==> src/rtl/wb_arbiter.sv <==
// Writeback arbiter: pipeline results have priority over buffered long-latency results; a pending-register scoreboard drives the decode hazard flag.
// Optional feature macro: WB_STARVE_GUARD_EN (forces a FIFO-head grant after STARVE_MAX waiting cycles).
`timescale 1ns/1ps
module wb_arbiter #(
    parameter int XLEN       = 32,
    parameter int FIFO_DEPTH = 2,
    parameter int STARVE_MAX = 4
) (
    input  logic            clk,
    input  logic            rst_n,
    input  logic            pipe_we,
    input  logic [4:0]      pipe_rd,
    input  logic [XLEN-1:0] pipe_data,
    input  logic            ll_valid,
    output logic            ll_ready,
    input  logic [4:0]      ll_rd,
    input  logic [XLEN-1:0] ll_data,
    input  logic            iss_valid,
    input  logic [4:0]      iss_rd,
    input  logic [4:0]      chk_rs1,
    input  logic [4:0]      chk_rs2,
    input  logic [4:0]      chk_rd,
    output logic            hazard,
    output logic            pipe_stall,
    output logic            RegWrite,
    output logic [4:0]      rd,
    output logic [XLEN-1:0] WriteData
);

    localparam int PW = (FIFO_DEPTH > 1) ? $clog2(FIFO_DEPTH) : 1;
    localparam int CW = $clog2(FIFO_DEPTH + 1);
    localparam logic [CW-1:0] FULL_COUNT = CW'(FIFO_DEPTH);

    if (FIFO_DEPTH < 2 || (FIFO_DEPTH & (FIFO_DEPTH - 1)) != 0 || STARVE_MAX < 1) begin : g_bad_params
        $error("wb_arbiter: FIFO_DEPTH must be a power of 2 >= 2 and STARVE_MAX >= 1");
    end

    logic [4:0]      fifo_rd   [FIFO_DEPTH];
    logic [XLEN-1:0] fifo_data [FIFO_DEPTH];
    logic [PW-1:0]   wr_ptr;
    logic [PW-1:0]   rd_ptr;
    logic [CW-1:0]   count;
    logic [31:0]     pending;
    logic [31:0]     pending_next;

    logic            fifo_empty;
    logic            push;
    logic            pop;
    logic            pipe_valid;
    logic            grant_pipe;
    logic            grant_ll;
    logic [4:0]      head_rd;
    logic [XLEN-1:0] head_data;

    // Ready comes from the registered count only, so a pop does not reopen a full FIFO in the same cycle.
    assign fifo_empty = (count == '0);
    assign ll_ready   = rst_n && (count != FULL_COUNT);
    assign push       = ll_valid && ll_ready && (ll_rd != 5'd0);
    assign pipe_valid = pipe_we && (pipe_rd != 5'd0);
    assign head_rd    = fifo_rd[rd_ptr];
    assign head_data  = fifo_data[rd_ptr];
    assign pop        = grant_ll;

`ifdef WB_STARVE_GUARD_EN
    localparam int SW = $clog2(STARVE_MAX + 1);
    localparam logic [SW-1:0] STARVE_LIMIT = SW'(STARVE_MAX);

    logic [SW-1:0] starve_cnt;

    assign pipe_stall = (starve_cnt == STARVE_LIMIT);
    assign grant_ll   = !fifo_empty && (pipe_stall || !pipe_valid);
    assign grant_pipe = pipe_valid && !pipe_stall;

    always_ff @(posedge clk or negedge rst_n) begin
        if (!rst_n) begin
            starve_cnt <= '0;
        end else if (pop) begin
            starve_cnt <= '0;
        end else if (!fifo_empty && starve_cnt != STARVE_LIMIT) begin
            starve_cnt <= starve_cnt + SW'(1);
        end
    end

    // A pipe write presented during a forced bubble is lost; upstream must honour pipe_stall.
    stall_respected: assert property (@(posedge clk) disable iff (!rst_n) !(pipe_stall && pipe_we));
`else
    assign pipe_stall = 1'b0;
    assign grant_ll   = !fifo_empty && !pipe_valid;
    assign grant_pipe = pipe_valid;
`endif

    always_ff @(posedge clk) begin
        if (push) begin
            fifo_rd[wr_ptr]   <= ll_rd;
            fifo_data[wr_ptr] <= ll_data;
        end
    end

    always_ff @(posedge clk or negedge rst_n) begin
        if (!rst_n) begin
            wr_ptr <= '0;
            rd_ptr <= '0;
            count  <= '0;
        end else begin
            if (push) begin
                wr_ptr <= wr_ptr + PW'(1);
            end
            if (pop) begin
                rd_ptr <= rd_ptr + PW'(1);
            end
            case ({push, pop})
                2'b10:   count <= count + CW'(1);
                2'b01:   count <= count - CW'(1);
                default: count <= count;
            endcase
        end
    end

    // Issue applied after the grant clear so a same-cycle set of the same register wins.
    always_comb begin
        pending_next = pending;
        if (grant_ll) begin
            pending_next[head_rd] = 1'b0;
        end
        if (iss_valid && iss_rd != 5'd0) begin
            pending_next[iss_rd] = 1'b1;
        end
        pending_next[0] = 1'b0;
    end

    always_ff @(posedge clk or negedge rst_n) begin
        if (!rst_n) begin
            pending <= '0;
        end else begin
            pending <= pending_next;
        end
    end

    assign hazard = pending[chk_rs1] | pending[chk_rs2] | pending[chk_rd];

    always_ff @(posedge clk or negedge rst_n) begin
        if (!rst_n) begin
            RegWrite  <= 1'b0;
            rd        <= 5'd0;
            WriteData <= '0;
        end else if (grant_pipe) begin
            RegWrite  <= 1'b1;
            rd        <= pipe_rd;
            WriteData <= pipe_data;
        end else if (grant_ll) begin
            RegWrite  <= 1'b1;
            rd        <= head_rd;
            WriteData <= head_data;
        end else begin
            RegWrite  <= 1'b0;
        end
    end

endmodule
==> config.mk <==
export PLATFORM = sky130hd
export DESIGN_NAME = wb_arbiter
export DESIGN_NICKNAME = d
export VERILOG_FILES = /design/src/rtl/wb_arbiter.sv
export SDC_FILE = /design/constraint.sdc
export NUM_CORES = 1
export LEC_CHECK = 0
export ABC_AREA = 1
export CAP_MARGIN = 20
export CORE_MARGIN = 3
export CORE_UTILIZATION = 49
export DETAILED_ROUTE_END_ITERATION = 12
export GPL_TIMING_DRIVEN = 1
export HOLD_SLACK_MARGIN = 0.1
export PLACE_DENSITY = 0.79
export SLEW_MARGIN = 20
export SYNTH_ARGS = -nofsm -noshare
export SYNTH_HDL_FRONTEND = slang
export SYNTH_SLANG_ARGS = --single-unit
==> constraint.sdc <==
create_clock -name clk -period 3.7 [get_ports clk]
set_input_delay 0.74 -clock clk [delete_from_list [all_inputs] [get_ports clk]]
set_output_delay 0.74 -clock clk [all_outputs]
set_load 0.01 [all_outputs]
==> results of run 1 <==
## flip-flops by register name, indices dropped and copies added, names as in the netlist
signal	count
fifo_data	64
WriteData	32
pending	31
fifo_rd	10
rd	5
count	2
RegWrite	1
rd_ptr	1
wr_ptr	1
## through the flow
stage	util (%)	area, um^2
finish	66.5	8950
global route	66.5	8950
CTS	66.5	8950
detailed placement	62.3	8380
global placement	62.3	8380
floorplan	-	6830
## per-layer routing
metal / routed length, um / vias up / global-route usage, % / part of all wire (%)
li1: - / 2715 / - / -
met1: 7550 / 2791 / 32.7 / 38
met2: 10100 / 291 / 45.0 / 51
met3: 1680 / 43 / 8.04 / 8.4
met4: 623 / 0 / 10.8 / 3.1
met5: 0 / - / 0 / 0
## final cells by class
class | instances | area [um^2] | area share (%)
Sequential cell | 147 | 4050 | 45.3
Clock buffer | 20 | 437 | 4.88
Tap cell | 176 | 220 | 2.46
Clock inverter | 12 | 134 | 1.50
Inverter | 46 | 180 | 2.01
Multi-Input combinational cell | 487 | 2460 | 27.5
Timing Repair Buffer | 149 | 1460 | 16.3
## cell families after synthesis
| family | share of synthesized area [%] |
|---|---|
| flops | 59.3 |
| compound gates | 9.63 |
| buf+inv | 4.91 |
| xor+xnor | 0.513 |
| fa+ha+maj | 0.183 |
| simple gates | 22.2 |
| mux | 3.22 |
| other cells | 0.0549 |
## final timing paths
kind | start | endpoint | slack [ns] | cells after the start
worst max register to register | count[0]$_DFFE_PN0P_ | fifo_data[0][30]$_DFFE_PP_ | 1.53 | 5
max in group asynchronous | rst_n | rd_ptr$_DFFE_PN0N_ | 2.42 | 2
worst max-delay path | chk_rs2[0] | hazard | 0.29 | 11
min in group clk | rd[0]$_DFFE_PN0P_ | rd[0]$_DFFE_PN0P_ | 0.50 | 2
worst min register to register | rd[0]$_DFFE_PN0P_ | rd[0]$_DFFE_PN0P_ | 0.50 | 2
worst min-delay path | rst_n | WriteData[2]$_DFFE_PN0P_ | 0.13 | 1
## power by group through the flow
| stage | Sequential, mW | Clock (mW) | Combinational (mW) |
|---|---|---|---|
| 3_5_place_dp | 2.66 | 0 | 1.98 |
| 2_1_floorplan | 2.51 | 0 | 1.17 |
| 4_1_cts | 2.65 | 1.66 | 2.00 |
| 5_1_grt | 2.69 | 1.74 | 2.20 |
| 6_report | 2.66 | 1.65 | 2.00 |
| 3_3_place_gp | 2.65 | 0 | 1.93 |
## placed cells by master, fill, tap and decap left out, types with 3 or more instances in the layout
cell             instances
inv_2                    4
clkinvlp_4               5
clkbuf_1                 3
o21ai_0                 32
nor2_4                   4
nor2_1                  30
edfxtp_1                74
o21ai_2                  3
mux2i_1                 22
o311ai_0                10
nand3_1                 93
nand2_1                212
clkbuf_16               17
clkdlybuf4s50_1        137
buf_4                   12
dfrtp_1                 72
o21ai_1                 30
nand2_2                  6
a21oi_1                  4
o211ai_1                22
inv_1                   39
==> metrics.md, run 1 <==
| Metric | Value |
|---|---|
| Worst-path cell chain | clkdlybuf4s50_1, inv_1, nand2_1, nand3_1, nand3_1, nand2_1, nand2_1, nand3_1, nand2_1, nand3_1, clkdlybuf4s50_1 |
| Leak pwr | 3.63 nW |
| Post-CTS sizing | 0 |
| Worst min path class | in2async |
| WP data required | 2.96 ns |
| Setup ws final | 0.287 ns |
| Antenna violations before repair | 0 |
| Status | complete, no violations |
| P&R area growth vs syn | 30.9% |
| Fmax | 0.293 GHz |
| Crit path max-delay family | buffers and inverters |
| Core area | 13500 um^2 |
| Die Width | 124 um |
| Remaining DRCs | 0 |
| Worst Max-Slew Pin Slew | 0.905 ns |
| Number of hold buffers added after cts | 0 |
| Top-count cell post-synth | nand2_1 |
| Num CTS Buffers | 17 |
| Ant diodes | 0 |
| Crit Path Class | in2out |
| DR WL/cell | 19.2 um |
| Min Hold Slack | 0.131 ns |
| Die ar. | 15400 um^2 |
| Row cnt | 42 |
| Clk Latency, worst-skew pair | 0.41 ns |
| Critical Path Fanout Max | 15 |
| Cell area after synthesis | 6830 um^2 |
| Pint | 4.03 mW |
| Number of H-tree levels | 4 |
| Max-slew headroom | 39.7% |
| Max Slew Vio Count | 0 |
| Cells after DPL | 1005 |
| Layout filler cell count | 1025 |
| Synth top area cells | edfxtp_1 (33%), dfrtp_1 (27%), nand2_1 (12%) |
| EDFF count, synth | 74 |
| Ys async rst share | 49.7% |
| CTS tree | done |
| Die height | 124 um |
| Post-synth top cells | nand2_1 (212), nand3_1 (93), edfxtp_1 (74), dfrtp_1 (73), inv_1 (39) |
| Syn nets | 808 |
| Antenna viol nets, final | 0 |
| VDD IR max | 0.429 mV |
| Post-synth top area cell | edfxtp_1 |
| Crit path time final | 3.41 ns |
| Final Non-Filler Cells | 1037 |
| GP Congestion | 0.914 |
| RSZ-0062 raised after global routing | false |
| Starting Density | 50.8% |
| Synth Area per Inst | 9.65 um^2 |
| Pwr per Cell Area | 705 nW/um^2 |
| First-pass GRT wire length | 30.9 mm |
| Largest net degree at the start of global routing | 70 |
| Via Count | 5840 |
| Clk_skew | 0.00501 ns |
| CP endpoint kind | output pin |
| Worst Path Buf+Inv | 3 |
| Grt total ovfl | 0 |
| TNS Setup | 0 ns |
| Sw Share | 36.1% |
| Clock Tree Root | clkbuf_16 |
| Main synth FF type | edfxtp_1 |
| Reg power frac | 42.2% |
| Vias per cell | 5.63 |
| CP max stage cell | clkdlybuf4s50_1 |
| Total wire length | 20.0 mm |
| Max incr delay on CP | 0.53 ns |
| Vias in the first global route | 5904 |
| CP Launch Type | input port |
| Number of setup violations in the final report | 0 |
| Final Hold Fails | 0 |
| Synth cell types | 37 |
| Share of layout cells above drive strength 1 | 8.01% |
| Max-Cap Viols | 0 |
| Reg clk slew, reported paths | 0.06 ns |
| Initial drt markers | 568 |
| Data arrival, critical path | 2.67 ns |
| GR Util All Layers | 26.9% |
| Buffers on Ports | 138 |
| # nets final | 948 |
| TritonRoute pass-1 iters | 5 |
| Tcrit/Tclk final | 92.2% |
| Longest Clk Path Bufs | 2 |
| Synthesis warning total | 0 |
| Logic pwr share | 31.7% |
| FF+latch count, synth | 147 |
| Number of setup buffers added after CTS | 0 |
| Placement Setup Slack | 0.291 ns |
| Hpwl dp | 14.1 mm |
| Post-synthesis sequential area ratio | 59.3% |
| Clock network fraction of total power | 26.2% |
| IO Pins | 140 |
| Post-layout power | 6.30 mW |
| Sw Pwr | 2.28 mW |
| Gate Count Post-Synth | 708 |
| Clock sink count | 147 |
| Yosys top cell area share | 32.5% |
(Power assumes the default switching activity.)
==> inputs of run 2 (changes only) <==
- PLACE_DENSITY: 0.79 -> 0.82
- SLEW_MARGIN: 20 -> default
- clock period: 3.7 -> 3.77 ns (I/O delays scaled with it)
==> run 2 against run 1 <==
  * Clock skew grew 0.0011 ns
  * Power grew 0.43%
  * Clock power grew 9%
  * Final cell count is essentially flat
  * Critical path type unchanged
==> metrics.md, run 2 (synthesis results as in run 1) <==
| Metric | Value |
|---|---|
| Reg clk slew, reported paths | 0.06 ns (about the same) |
| Grt total ovfl | 0 (unchanged) |
| TNS Setup | 0 ns (unchanged) |
| Hpwl dp | 12.7 mm (-10%) |
| Share of layout cells above drive strength 1 | 8.25% (+0.23 points) |
| Clock Tree Root | clkbuf_16 |
| Worst min path class | reg2reg |
| Hold Startpoint | pending[6]$_DFF_PN0_ |
| Vias in the first global route | 5806 (-1.7%) |
| Number of hold buffers added after cts | 0 (unchanged) |
| Die Width | 124 um (unchanged) |
| Sw Pwr | 2.22 mW (-2.5%) |
| Final Hold Fails | 0 (unchanged) |
| Starting Density | 50.8% (unchanged) |
| Reg with most FFs | fifo_data |
| Setup ws final | 0.350 ns (+0.0633 ns) |
| Most frequent cells in the layout | nand2_1 (212), clkdlybuf4s50_1 (137), nand3_1 (93) |
| Worst Hold Endpoint | pending[6]$_DFF_PN0_ |
| Sw Share | 35.1% (-1.1 points) |
| Buffers on Ports | 138 (unchanged) |
| Tcrit/Tclk final | 90.7% |
| Leak pwr | 3.67 nW (+1.2%) |
| Via Count | 5798 (-0.72%) |
| Number of H-tree levels | 4 (unchanged) |
| Clk Latency, worst-skew pair | 0.41 ns (about the same) |
| P&R area growth vs syn | 31.9% |
| Clock sink count | 147 (unchanged) |
| CP endpoint kind | output pin |
| Commonest non-fill, non-tap cell in the layout | nand2_1 |
| CP max stage cell | clkdlybuf4s50_1 |
| WP data required | 3.02 ns (+0.06 ns) |
| Row cnt | 42 (unchanged) |
| CP Launch Type | input port |
| Crit Path Class | in2out |
| Longest Clk Path Bufs | 2 (unchanged) |
| Number of setup buffers added after CTS | 0 (unchanged) |
| Remaining DRCs | 0 (unchanged) |
| VDD IR max | 0.380 mV (-11%) |
| CTS tree | done |
| Largest net degree at the start of global routing | 74 (+5.7%) |
| Reg2reg start | count[0]$_DFFE_PN0P_ |
| Multi-input logic area | 2460 um^2 (unchanged) |
| Core area | 13500 um^2 (unchanged) |
| Worst Max-Slew Pin Slew | 0.928 ns (+0.0233 ns) |
| Max-Cap Viols | 0 (unchanged) |
| Vias per cell | 5.59 (-0.81%) |
| R2R depth | 5 (unchanged) |
| Final Cell Area | 9010 um^2 (+0.76%) |
| Total wire length | 18.9 mm (-5.3%) |
| Data arrival, critical path | 2.67 ns (about the same) |
| Max-slew headroom | 38.1% (-1.6 points) |
| Number of setup violations in the final report | 0 (unchanged) |
| Placement Setup Slack | 0.393 ns (+0.102 ns) |
| Antenna violations before repair | 1 (+1) |
| Pint | 4.11 mW (+2.1%) |
| GR Util All Layers | 25.8% (-1.1 points) |
| Fmax | 0.292 GHz |
| Clk_skew | 0.00608 ns (+0.00108 ns) |
| Post-CTS sizing | 0 (unchanged) |
| First-pass GRT wire length | 29.6 mm (-4.1%) |
| Status | complete, no violations |
| Num CTS Buffers | 17 (unchanged) |
| Max Slew Vio Count | 0 (unchanged) |
| IO Pins | 140 (unchanged) |
| Critical Path Fanout Max | 15 (unchanged) |
| Logic pwr share | 31.2% (-0.5 points) |
| R2r setup slk | 1.64 ns (+0.11 ns) |
| DR WL/cell | 18.2 um (-5.4%) |
| Sequential Area | 4050 um^2 (unchanged) |
| Reg power frac | 40.3% (-1.9 points) |
| Largest register FFs | 64 (unchanged) |
| RSZ-0062 raised after global routing | false |
| Placed Area | 8380 um^2 (unchanged) |
| Clock network fraction of total power | 28.4% (+2.2 points) |
| Worst-path cell chain | clkdlybuf4s50_1, inv_1, nand2_1, nand3_1, nand3_1, nand2_1, nand2_1, nand3_1, nand2_1, nand3_1, clkdlybuf4s50_1 |
| Layout filler cell count | 1034 (+0.88%) |
| Pwr per Cell Area | 702 nW/um^2 (-0.32%) |
| Util after Layout | 67.0% (+0.50 points) |
| Die ar. | 15400 um^2 (unchanged) |
| RR Endpoint | fifo_data[0][31]$_DFFE_PP_ |
| Initial drt markers | 502 (-12%) |
| Max incr delay on CP | 0.53 ns (about the same) |
| Die height | 124 um (unchanged) |
| Antenna viol nets, final | 0 (unchanged) |
| Largest regs | fifo_data x64, WriteData x32, pending x31 |
| GP Congestion | 0.933 (+2.1%) |
| Crit path time final | 3.42 ns |
| TritonRoute pass-1 iters | 5 (unchanged) |
| # nets final | 948 (unchanged) |
| Hold Crit Depth | 2 |
-- run 2: cell types whose count changed in the layout (fill, tap and decap cells not counted), moves of 2 or more --
cell,previous run,this run
inv_6,2,6
clkbuf_1,3,0
bufinv_16,2,4
clkinvlp_4,5,2
-- run 2: cell type report --
type	instances	area share [%]
diodes	1	0.0278
inverters	46	2.00
well taps	176	2.44
clock buffers	18	4.87
flip-flops and latches	147	44.9
multi-input cells	487	27.3
repair buffers	149	16.2
clock inverters	14	2.18
-- run 2: how the worst max path moves through the flow --
stage / start / endpoint / slack, ns
floorplan: rst_n / fifo_data[0][0]$_DFFE_PP_ / 0.40
global placement: chk_rs1[0] / hazard / 0.41
detailed placement: chk_rs2[0] / hazard / 0.39
CTS: chk_rs1[0] / hazard / 0.37
global route: chk_rs2[0] / hazard / 0.19
finish: chk_rs1[0] / hazard / 0.35
-- run 2: per-stage QoR --
stage	power, mW	std cells	hold WS [ns]
floorplan	3.61	708	0.457
CTS	6.33	1037	0.502
finish	6.33	1038	0.502
detailed placement	4.51	1005	0.479
global placement	4.46	1005	0.475
global route	6.67	1038	0.526
-- run 2: power groups by stage --
| stage | Sequential [mW] | Combinational [mW] | Clock (mW) |
|---|---|---|---|
| 4_1_cts | 2.53 | 1.98 | 1.81 |
| 5_1_grt | 2.59 | 2.18 | 1.90 |
| 3_5_place_dp | 2.55 | 1.96 | 0 |
| 2_1_floorplan | 2.46 | 1.14 | 0 |
| 6_report | 2.55 | 1.98 | 1.80 |
| 3_3_place_gp | 2.54 | 1.92 | 0 |
-- run 2: layer usage --
metal	wire length (um)	global-route usage, %
met5	0	0
met4	735	13.2
met3	1580	6.63
met2	9120	41.3
met1	7460	32.4
-- run 2: worst max-delay path: cells and delay by family --
family | cells | cell delay (ns)
and+or+nand+nor | 8 | 0.63
buffers and inverters | 3 | 1.28
==> inputs of run 3 (changes only) <==
- MAX_ROUTING_LAYER: default -> met4
==> run 3 against run 2 <==
  * Clock skew up 0.0025 ns
  * Sequential share of layout area grew 0.11 points
  * Clock-buffer cell count increased by 1
  * First-iteration DRC count shrank 15%
  * Final area fell by 0.25%
  * Power shrank 0.95%
==> metrics.md, run 3 (synthesis results as in run 1) <==
| Metric | Value |
|---|---|
| Die ar. | 15400 um^2 (unchanged) |
| Via Count | 5748 (-0.86%) |
| Ant diodes | 0 (-1) |
| Most frequent cells in the layout | nand2_1 (212), clkdlybuf4s50_1 (137), nand3_1 (93) |
| Share of layout cells above drive strength 1 | 8.01% (-0.23 points) |
| Final Cell Area | 8990 um^2 (-0.25%) |
| Reg clk slew, reported paths | 0.06 ns (about the same) |
| Data arrival, critical path | 2.64 ns (-0.03 ns) |
| Largest register FFs | 64 (unchanged) |
| Layout filler cell count | 1045 (+1.1%) |
| Worst Hold Endpoint | pending[4]$_DFF_PN0_ |
| Number of setup buffers added after CTS | 0 (unchanged) |
| Antenna viol nets, final | 0 (unchanged) |
| Worst min path class | reg2reg |
| IO Pins | 140 (unchanged) |
| Commonest non-fill, non-tap cell in the layout | nand2_1 |
| Remaining DRCs | 0 (unchanged) |
| Number of H-tree levels | 4 (unchanged) |
| Leak pwr | 3.65 nW (-0.40%) |
| P&R area growth vs syn | 31.6% |
| R2r setup slk | 1.64 ns (about the same) |
| Max Slew Vio Count | 0 (unchanged) |
| DR WL/cell | 18.2 um (-0.10%) |
| Antenna violations before repair | 0 (-1) |
| # nets final | 948 (unchanged) |
| Pwr per Cell Area | 698 nW/um^2 (-0.70%) |
| Number of hold buffers added after cts | 0 (unchanged) |
| TNS Setup | 0 ns (unchanged) |
| GP Congestion | 0.962 (+3.0%) |
| Max-Cap Viols | 0 (unchanged) |
| Largest net degree at the start of global routing | 74 (unchanged) |
| Max-slew headroom | 37.1% (-1.1 points) |
| Total wire length | 18.9 mm (-0.20%) |
| CP endpoint kind | output pin |
| Largest regs | fifo_data x64, WriteData x32, pending x31 |
| Setup ws final | 0.374 ns (+0.0240 ns) |
| VDD IR max | 0.357 mV (-6.1%) |
| WP data required | 3.02 ns (about the same) |
| Die Width | 124 um (unchanged) |
| Clk_skew | 0.00863 ns (+0.00254 ns) |
| Grt total ovfl | 0 (unchanged) |
| Hold Startpoint | pending[4]$_DFF_PN0_ |
| Placement Setup Slack | 0.393 ns (+0.000823 ns) |
| Crit Path Class | in2out |
| Final Hold Fails | 0 (unchanged) |
| Core area | 13500 um^2 (unchanged) |
| Vias in the first global route | 5692 (-2.0%) |
| Longest Clk Path Bufs | 2 (unchanged) |
| Final Non-Filler Cells | 1037 (-0.096%) |
| RR Endpoint | fifo_data[0][1]$_DFFE_PP_ |
| Status | complete, no violations |
| Die height | 124 um (unchanged) |
| TritonRoute pass-1 iters | 7 (+2) |
| Clk Latency, worst-skew pair | 0.41 ns (about the same) |
| Reg with most FFs | fifo_data |
| Buffers on Ports | 138 (unchanged) |
| Post-CTS sizing | 0 (unchanged) |
| Post-layout power | 6.27 mW (-0.95%) |
| GR Util All Layers | 26.5% (+0.68 points) |
| First-pass GRT wire length | 29.4 mm (-0.75%) |
| Fmax | 0.294 GHz (+0.71%) |
| Starting Density | 50.8% (unchanged) |
| Critical Path Fanout Max | 15 (unchanged) |
| Hpwl dp | 12.7 mm (+0.55%) |
| Hold Crit Depth | 2 (unchanged) |
| Num CTS Buffers | 17 (unchanged) |
| R2R depth | 5 (unchanged) |
| RSZ-0062 raised after global routing | false |
| Number of setup violations in the final report | 0 (unchanged) |
| CTS tree | done |
| Vias per cell | 5.54 (-0.77%) |
| CP Launch Type | input port |
| Clock Tree Root | clkbuf_16 |
| Cells after DPL | 1005 (unchanged) |
| Tcrit/Tclk final | 90.1% (-0.64 points) |
| Reg2reg start | count[0]$_DFFE_PN0P_ |
| Crit path time final | 3.40 ns (-0.0240 ns) |
| Worst Max-Slew Pin Slew | 0.944 ns (+0.0163 ns) |
| Initial drt markers | 429 (-15%) |
| Row cnt | 42 (unchanged) |
| Clock sink count | 147 (unchanged) |
| Placed Area | 8380 um^2 (unchanged) |
==> run 3: changes by cell type in the layout (fill, tap and decap cells not counted), sizes merged <==
cell	delta
clkbuf	+1
clkinv	+2
clkinvlp	+1
diode	-1
inv	-4
==> run 3: worst max-delay path by stage <==
stage,startpoint,to,slack (ns),cells after the start
after floorplan,rst_n,fifo_data[0][0]$_DFFE_PP_,0.40,3
after global placement,chk_rs1[0],hazard,0.40,11
after CTS,chk_rs1[0],hazard,0.38,11
after global routing,chk_rs1[0],hazard,0.17,11
final,chk_rs1[0],hazard,0.37,11
after detailed placement,chk_rs1[0],hazard,0.39,11
==> run 3: final cells by class <==
class                   count  area [um^2]  area share, %
flip-flops and latches    147         4050           45.0
repair buffers            149         1460           16.3
inverters                  46          180           2.00
clock inverters            13          183           2.03
multi-input cells         487         2460           27.4
well taps                 176          220           2.45
clock buffers              19          433           4.81
==> run 3: per-layer routing <==
metal	track usage [%]	vias to the layer above	share of wire, %
met5	-	-	0
met4	10.8	0	3.8
met3	7.13	56	9.4
met2	41.3	318	48
met1	32.9	2668	39
li1	-	2706	-
==> run 3: worst max-delay path: stages <==
cell and delay [ns]:
clkdlybuf4s50_1 0.41, inv_1 0.34, nand2_1 0.09, nand3_1 0.09, nand3_1 0.07, nand2_1 0.08, nand2_1 0.05, nand3_1 0.06
nand2_1 0.07, nand3_1 0.08, clkdlybuf4s50_1 0.53
==> run 3: per-stage QoR <==
stage / utilization [%] / hold slack, ns
floorplan: - / 0.457
global placement: 62.3 / 0.468
detailed placement: 62.3 / 0.476
CTS: 66.8 / 0.497
global route: 66.8 / 0.519
finish: 66.8 / 0.490
==> run 3: report_power, final <==
group          leakage (nW)  switching, mW  total, mW  internal, mW
registers              1.55          0.413       2.55          2.14
logic                  1.81           1.13       1.97         0.837
clock network         0.291          0.643       1.75          1.11
